## config.mk

```make
export PLATFORM = sky130hd
export DESIGN_NAME = rv3n_bpred_bht
export DESIGN_NICKNAME = d
export VERILOG_FILES = /design/src/rtl/rv3n_bpred_bht_pkg.sv /design/src/rtl/rv3n_bpred_bht_sat2.sv /design/src/rtl/rv3n_bpred_bht.sv
export SDC_FILE = /design/constraint.sdc
export NUM_CORES = 1
export LEC_CHECK = 0
export ABC_AREA = 1
export BUFFER_PORTS_ARGS = -buffer_cell sky130_fd_sc_hd__buf_4
export CORE_MARGIN = 2
export CORE_UTILIZATION = 48
export CTS_BUF_LIST = sky130_fd_sc_hd__clkbuf_2 sky130_fd_sc_hd__clkbuf_4 sky130_fd_sc_hd__clkbuf_8
export DETAILED_ROUTE_END_ITERATION = 16
export GPL_ROUTABILITY_DRIVEN = 1
export PLACE_DENSITY = 0.71
export SLEW_MARGIN = 30
export SYNTH_ARGS = -nofsm -noshare
export SYNTH_HDL_FRONTEND = slang
export SYNTH_HIERARCHICAL = 1
export SYNTH_SLANG_ARGS = --single-unit
```

## constraint.sdc

```tcl
create_clock -name clk -period 2.1 [get_ports clk]
set_input_delay 0.21 -clock clk [delete_from_list [all_inputs] [get_ports clk]]
set_output_delay 0.21 -clock clk [all_outputs]
set_load 0.005 [all_outputs]
```

## src/rtl/rv3n_bpred_bht_pkg.sv

```systemverilog
// Shared constants for the rv3n branch history table: data-path width and
// the 2-bit saturating counter encoding.
package rv3n_bpred_bht_pkg;

    localparam int XLEN = 32;

    localparam logic [1:0] BHT_SNT  = 2'd0;
    localparam logic [1:0] BHT_WNT  = 2'd1;
    localparam logic [1:0] BHT_WT   = 2'd2;
    localparam logic [1:0] BHT_ST   = 2'd3;
    localparam logic [1:0] BHT_INIT = BHT_WNT;

    // The predicted direction is the counter MSB (weak-T and strong-T are taken).
    function automatic logic bht_predict(input logic [1:0] cnt);
        return cnt[1];
    endfunction

endpackage

```

## src/rtl/rv3n_bpred_bht_sat2.sv

```systemverilog
// rv3n_sat2: combinational next state of a 2-bit saturating direction counter.
// Used for both the table write and the same-cycle forwarding value.
module rv3n_sat2
    import rv3n_bpred_bht_pkg::*;
(
    input  logic [1:0] i_cnt,
    input  logic       i_taken,
    output logic [1:0] o_cnt
);

    // Increment toward strong-T on taken, decrement toward strong-NT otherwise.
    always_comb begin
        o_cnt = i_cnt;
        if (i_taken) begin
            if (i_cnt == BHT_ST) begin
                o_cnt = BHT_ST;
            end else begin
                o_cnt = i_cnt + 2'd1;
            end
        end else begin
            if (i_cnt == BHT_SNT) begin
                o_cnt = BHT_SNT;
            end else begin
                o_cnt = i_cnt - 2'd1;
            end
        end
    end

endmodule

```

## src/rtl/rv3n_bpred_bht.sv

```systemverilog
// rv3n_bpred_bht: bimodal branch history table with registered prediction and
// perf counters. Defining RV3N_BHT_GSHARE_EN XORs a global history into the index.
module rv3n_bpred_bht
    import rv3n_bpred_bht_pkg::*;
#(
    parameter int IDX_W = 6,
    parameter int CNT_W = 16
) (
    input  logic             clk,
    input  logic             rst,
    input  logic             ch2predictor_valid,
    input  logic [XLEN-1:0]  ch2predictor_pc,
    input  logic             ch2predictor_predict,
    input  logic             ch2predictor_taken,
    input  logic             fetch_query_valid,
    input  logic [XLEN-1:0]  fetch_query_pc,
    output logic             bht_pred_valid,
    output logic             bht_pred_taken,
    output logic [CNT_W-1:0] perf_branch_cnt,
    output logic [CNT_W-1:0] perf_miss_cnt
);

    localparam int DEPTH = 1 << IDX_W;

    logic [1:0]       r_table [DEPTH];
    logic [IDX_W-1:0] w_upd_idx;
    logic [IDX_W-1:0] w_qry_idx;
    logic [1:0]       w_upd_cur;
    logic [1:0]       w_upd_next;
    logic [1:0]       w_qry_cnt;
    logic             r_pred_valid;
    logic             r_pred_taken;
    logic [CNT_W-1:0] r_branch_cnt;
    logic [CNT_W-1:0] r_miss_cnt;
    logic             w_unused_pc;

    assign w_unused_pc = ^{ch2predictor_pc[XLEN-1:IDX_W+2], ch2predictor_pc[1:0],
                           fetch_query_pc[XLEN-1:IDX_W+2], fetch_query_pc[1:0]};

`ifdef RV3N_BHT_GSHARE_EN
    logic [IDX_W-1:0] r_ghr;

    // Global history: each resolved branch shifts its outcome into the LSB.
    always_ff @(posedge clk or negedge rst) begin
        if (!rst) begin
            r_ghr <= {IDX_W{1'b0}};
        end else if (ch2predictor_valid) begin
            r_ghr <= {r_ghr[IDX_W-2:0], ch2predictor_taken};
        end
    end

    // Both indices use the history as it stood before this cycle's shift.
    assign w_upd_idx = ch2predictor_pc[IDX_W+1:2] ^ r_ghr;
    assign w_qry_idx = fetch_query_pc[IDX_W+1:2] ^ r_ghr;
`else
    assign w_upd_idx = ch2predictor_pc[IDX_W+1:2];
    assign w_qry_idx = fetch_query_pc[IDX_W+1:2];
`endif

    assign w_upd_cur = r_table[w_upd_idx];

    rv3n_sat2 u_sat2 (
        .i_cnt   (w_upd_cur),
        .i_taken (ch2predictor_taken),
        .o_cnt   (w_upd_next)
    );

    // A query that hits the entry being trained this cycle sees the trained value.
    always_comb begin
        w_qry_cnt = r_table[w_qry_idx];
        if (ch2predictor_valid && (w_upd_idx == w_qry_idx)) begin
            w_qry_cnt = w_upd_next;
        end else begin
            w_qry_cnt = r_table[w_qry_idx];
        end
    end

    // Counter table; a flop array so the asynchronous reset reaches every entry.
    always_ff @(posedge clk or negedge rst) begin
        if (!rst) begin
            for (int i = 0; i < DEPTH; i++) begin
                r_table[i] <= BHT_INIT;
            end
        end else if (ch2predictor_valid) begin
            r_table[w_upd_idx] <= w_upd_next;
        end
    end

    // Registered prediction; the direction holds when no query is made.
    always_ff @(posedge clk or negedge rst) begin
        if (!rst) begin
            r_pred_valid <= 1'b0;
            r_pred_taken <= 1'b0;
        end else begin
            r_pred_valid <= fetch_query_valid;
            if (fetch_query_valid) begin
                r_pred_taken <= bht_predict(w_qry_cnt);
            end
        end
    end

    // Perf counters wrap naturally at 2^CNT_W.
    always_ff @(posedge clk or negedge rst) begin
        if (!rst) begin
            r_branch_cnt <= {CNT_W{1'b0}};
            r_miss_cnt   <= {CNT_W{1'b0}};
        end else if (ch2predictor_valid) begin
            r_branch_cnt <= r_branch_cnt + {{(CNT_W-1){1'b0}}, 1'b1};
            if (ch2predictor_predict != ch2predictor_taken) begin
                r_miss_cnt <= r_miss_cnt + {{(CNT_W-1){1'b0}}, 1'b1};
            end
        end
    end

    assign bht_pred_valid  = r_pred_valid;
    assign bht_pred_taken  = r_pred_taken;
    assign perf_branch_cnt = r_branch_cnt;
    assign perf_miss_cnt   = r_miss_cnt;

endmodule

```

==> results of run 1 <==
-- cell usage after synthesis (3+ instances only) --
cell	instances	area share [%]
nand3_2	3	0.36
nor2_1	48	2.2
buf_4	7	0.64
inv_1	67	3.0
a21oi_1	17	1.0
a22oi_1	19	1.7
nor3_4	3	0.59
xor2_1	20	2.1
xnor2_1	11	1.2
nand4_1	18	1.4
clkbuf_1	16	0.73
nand3_1	71	4.3
inv_2	10	0.45
o22ai_1	7	0.53
o21ai_0	138	8.4
o21ai_1	3	0.18
nand2_1	373	17
dfrtp_1	98	30
nor3_2	11	1.3
nor2_2	5	0.38
buf_2	12	0.73
dfstp_2	64	20
-- power groups by stage --
stage	Sequential (uW)	Clock (uW)	Combinational [uW]
2_1_floorplan	4120	0	904
3_3_place_gp	4200	0	1560
3_5_place_dp	4210	0	1610
4_1_cts	4170	2220	1610
5_1_grt	4240	2340	1970
6_report	4180	2180	1780
-- routing by layer --
metal / vias to the layer above / part of all wire, % / global-route usage [%]
li1: 3628 / - / -
met1: 3674 / 43 / 37.9
met2: 387 / 46 / 42.3
met3: 40 / 9.3 / 5.61
met4: 0 / 2.2 / 8.39
met5: - / 0 / 0
-- through the flow --
step                power [uW]  cells
floorplan                 5020   1037
global placement          5760   1341
detailed placement        5820   1341
CTS                       8000   1375
global route              8560   1384
finish                    8140   1384
-- cell families (layout without fill, tap and decap cells) --
family / count (synthesis) / in the layout / synth area share [%]
compound gates: 185 / 185 / 11.9
xor+xnor: 31 / 31 / 3.28
buf+inv: 115 / 242 / 5.81
simple gates: 541 / 541 / 28.5
fa+ha+maj: 2 / 2 / 0.303
mux: 1 / 1 / 0.136
flops: 162 / 162 / 50.0
-- repair_timing --
item                       in CTS  in global routing
hold endpoints to repair       27                  0
hold buffers                    2                  0
buffers inserted                0                  3
setup endpoints to repair       0                117
gates resized for setup         0                 63
-- sequential cells by signal, summed over array words and instances, names as in the netlist --
register         flops
r_table            128
perf_branch_cnt     16
perf_miss_cnt       16
bht_pred_taken       1
bht_pred_valid       1
-- worst max-delay path by stage --
| stage | from | to | slack (ns) | depth (start not counted) |
|---|---|---|---|---|
| after floorplan | ch2predictor_pc[4] | r_table[101] | -0.01 | 16 |
| after global placement | ch2predictor_pc[2] | bht_pred_taken | -0.35 | 18 |
| after detailed placement | ch2predictor_pc[4] | r_table[105] | -0.40 | 17 |
| after CTS | r_table[21] | bht_pred_taken | 0.01 | 14 |
| after global routing | ch2predictor_pc[2] | r_table[33] | -0.08 | 15 |
| final | ch2predictor_pc[2] | r_table[33] | 0.03 | 15 |
-- cell type report --
class                      count  area (um2)
inverter                      78         303
multi-input combinational    760        3690
clock buffer                  18         241
timing repair buffer         132        1210
clock inverter                14         121
tap                          220         275
fill                        1499        6730
sequential                   162        4130
==> out/metrics.yaml, run 1 <==
drt-initial-drc-count: 900
start_util_pct: 49.5
ys_ff_latch: 162
syn_area_per_cell_um2: 7.97
dieArea_um2: 18300
root_buffer: "clkbuf_8"
ir_drop_mv: 0.600
hpwl_mm: 16.4
cp.arrival_ns: 2.46
finalCritPeriodShare_pct: 98.5
netlist_area_um2: 8270
mostFrequentLayoutCells: "nand2_1 (364), buf_4 (108), o21ai_0 (107)"
rr_endpoint: "r_table[33]"
p_int_uw: 5430
drv_slew: 0
p_leak_uw: 0.00452
grt_pass1_vias: 7111
grt_setup_unrepaired: "true"
crit_path_top_delay_cell: "nor3_4"
fin_worst_skew_ns: 0.00862
period_needed_ns: 2.07
hold_viol_final: 0
path_cells: "buf_4 > nor3_4 > nand2_1 > o21ai_0 > nor2_1 > nand4_1 > nand2_1 > nand2_1 > nor2_2 > nand2_2 > nand2_2 > nand2_2 > clkinv_4 > buf_12 > o21ai_0"
ys.flop_type: "dfrtp_1"
finalWorstSetupSlack_ns: 0.0310
finalSetupViolCount: 0
cts.sinks: 162
cts_htree_levels: 4
power_switching_uw: 2710
p_clk_share_pct: 26.8
grt_use_total_pct: 27.0
numCtsBuffers: 17
clock_latency_ns: 0.47
required_ns: 2.49
final_area_um2: 9970
grt_pass1_wl_mm: 37.9
synth_nets: 1109
wl_mm: 24.7
fin_setup_tns_ns: 0
grt_antenna_before_repair: 1
worst_pin_slew_ns: 0.804
max_freq_mhz: 483
coreArea_um2: 16700
worstPathMaxFanout: 14
whs_endpoint: "perf_branch_cnt[0]"
drive_gt1_share_pct: 24.1
clk_pin_slew_ns: 0.09
switching_share_pct: 33.3
cts_tree: "built"
drc: 0
min-delay-path-class: "primary input to flop"
r2r_cells: 13
cp_top_family: "simple AND/OR/NAND/NOR gates"
boundaryPins: 104
grt_overflow: 0
r2r_setup_slack_ns: 0.10
path_class: "primary input to flop"
combPwrFrac_pct: 21.8
syn_to_final_growth_pct: 20.7
worst_hold_path.num_cells: 2
ys.warnings.count: 6
placed_area_um2: 9370
status: "completed"
final_nets: 1223
p_seq_share_pct: 51.3
max_stage_delay_ns: 0.67
drt-pass1-iter-count: 5
path_buf_inv: 3
die_w_um: 135
port_buffers: 51
vias_per_cell: 5.58
ant_nets: 0
die_y_um: 135
hp-start: "ch2predictor_valid"
post-place-ws_ns: -0.403
setup.worst_path.start_class: "primary input"
diodes: 0
final_common_cell: "nand2_1"
worst_slew_margin_rel_pct: 46.2
ys_types: 35
worst_hold_slack_ns: 0.0410
place_congestion: 0.971
grt_start_max_net_pins: 52
vias: 7729
async_flop_share_pct: 100
final_core_util_pct: 59.7
wl_per_cell_um: 17.8
synth-edff-count: 0
power.density_nw_per_um2: 816
max_cap_violations: 0
critPathCaptureType: "flop"
netlist_instances: 1037
cts_max_path_buffers: 2
timing.rr.start: "r_table[44]"
rows: 47
synth_seq_area_share_pct: 50.0
Note: power is estimated with default switching activity, not from simulation.
==> run 2: changes to the inputs <==
--- a/config.mk
+++ b/config.mk
@@ -7,7 +7,6 @@
 export LEC_CHECK = 0
 export ABC_AREA = 1
 export BUFFER_PORTS_ARGS = -buffer_cell sky130_fd_sc_hd__buf_4
-export CORE_MARGIN = 2
 export CORE_UTILIZATION = 48
 export CTS_BUF_LIST = sky130_fd_sc_hd__clkbuf_2 sky130_fd_sc_hd__clkbuf_4 sky130_fd_sc_hd__clkbuf_8
 export DETAILED_ROUTE_END_ITERATION = 16
==> run 2 against run 1 <==
Effect of this change:
- sequential cell count is the same
- first-iteration DRC count grew 7.3%
- combinational power is essentially flat
- cell area grew 0.34%
- worst hold slack lost 0.0047 ns
- power grew 1.9%
- count of clock-buffer cells in the layout grew 4
- highest routed layer unchanged
==> out/metrics.yaml, run 2 (synthesis gave the netlist of run 1 again) <==
dp_cells: 1339
instances_no_fill: 1386
final_area_um2: 10000
worst_pin_slew_ns: 0.629
hpwl_mm: 16.1
min-delay-path-class: "primary input to flop"
grt_antenna_before_repair: 0
vias: 7684
hold_viol_final: 0
max_cap_violations: 0
diodes: 0
regMostFlops: "r_table"
final_nets: 1225
path_class: "flop to flop"
power.density_nw_per_um2: 829
fillers: 1448
cts.sinks: 162
syn_to_final_growth_pct: 21.1
drive_gt1_share_pct: 23.9
timing.rr.start: "r_table[109]"
dieArea_um2: 17800
grt_start_max_net_pins: 64
rr_endpoint: "r_table[5]"
grt_setup_unrepaired: "true"
max_freq_mhz: 485
whs_endpoint: "perf_branch_cnt[0]"
worst_slew_margin_rel_pct: 58.0
grt_pass1_vias: 7118
hp-start: "ch2predictor_valid"
cts_max_path_buffers: 2
die_w_um: 133
vias_per_cell: 5.54
finalCritPeriodShare_pct: 98.2
drt-initial-drc-count: 966
power.total_uw: 8290
worstPathMaxFanout: 13
grt_overflow: 0
cts_htree_levels: 4
grt_pass1_wl_mm: 37.8
drt-pass1-iter-count: 7
boundaryPins: 104
die_y_um: 133
finalSetupViolCount: 0
clk_pin_slew_ns: 0.09
clock_latency_ns: 0.46
numCtsBuffers: 17
setup.worst_path.start_class: "flop"
fin_setup_tns_ns: 0
ant_nets: 0
required_ns: 2.44
wl_mm: 24.3
placed_area_um2: 9380
drc: 0
grt_use_total_pct: 27.9
worst_hold_path.num_cells: 2
rows: 47
wl_per_cell_um: 17.5
status: "completed"
mostFrequentLayoutCells: "nand2_1 (369), buf_4 (112), o21ai_0 (100)"
critPathCaptureType: "flop"
cp.arrival_ns: 2.40
fin_worst_skew_ns: 0.00998
place_congestion: 0.888
cts_tree: "built"
p_leak_uw: 0.00454
r2r_cells: 13
final_common_cell: "nand2_1"
start_util_pct: 49.5
largest_reg_flops: 128
period_needed_ns: 2.06
ir_drop_mv: 0.460
drv_slew: 0
coreArea_um2: 16700
port_buffers: 51
r2r_setup_slack_ns: 0.04
worst_hold_slack_ns: 0.0363
root_buffer: "clkbuf_8"
## run 2: worst max path at each step
stage / start / endpoint / slack, ns / cells after the start
2_1_floorplan: ch2predictor_pc[4] / r_table[101] / -0.01 / 16
3_3_place_gp: ch2predictor_pc[3] / r_table[5] / -0.23 / 17
3_5_place_dp: ch2predictor_pc[3] / r_table[107] / -0.29 / 17
4_1_cts: r_table[103] / r_table[107] / 0.09 / 13
5_1_grt: r_table[108] / r_table[117] / -0.07 / 13
6_report: r_table[109] / r_table[5] / 0.04 / 13
## run 2: worst max-delay path, cell delays in order (launching register included)
cell and delay (ns):
dfrtp_1 0.40, inv_2 0.07, o22ai_2 0.08, nor2_1 0.10, nand4_1 0.13, nand2_1 0.14, nand2_1 0.06, nor2_1 0.12
nand2_1 0.10, o21ai_1 0.15, nand2_1 0.13, inv_4 0.16, clkbuf_16 0.19, o21ai_0 0.10
## run 2: area by class of cell
cell class | count | area, um2 | area share, %
sequential | 162 | 4130 | 41.3
multi-input combinational | 760 | 3680 | 36.8
timing repair buffer | 134 | 1210 | 12.1
inverter | 78 | 298 | 2.98
clock buffer | 22 | 278 | 2.78
tap | 220 | 275 | 2.75
clock inverter | 10 | 125 | 1.25
## run 2: through the flow
| step | utilization, % | setup slack (ns) |
|---|---|---|
| 3_3_place_gp | 56.1 | -0.227 |
| 3_5_place_dp | 56.1 | -0.288 |
| 6_report | 59.9 | 0.0385 |
| 4_1_cts | 58.7 | 0.0882 |
| 5_1_grt | 59.9 | -0.0670 |
| 2_1_floorplan | - | -0.0115 |
## run 2: metal layers
layer  wire, um  up-vias  global-route usage [%]  part of all wire [%]
met4        869        0                    11.2                   3.6
li1           -     3629                       -                     -
met5          0        -                       0                     0
met3       2310       58                    4.83                   9.5
met1      10400     3565                    39.7                    43
met2      10700      432                    42.3                    44
## run 2: what timing repair did
item	4_1_cts	5_1_grt
hold buffers	2	0
endpoints found under the hold margin	39	0
setup endpoints to repair	0	117
gates resized for setup	0	58
buffers inserted	0	8
## run 2: where the power goes
group	internal, uW	switching [uW]
Sequential	3770	406
Combinational	793	989
Clock	1160	1180
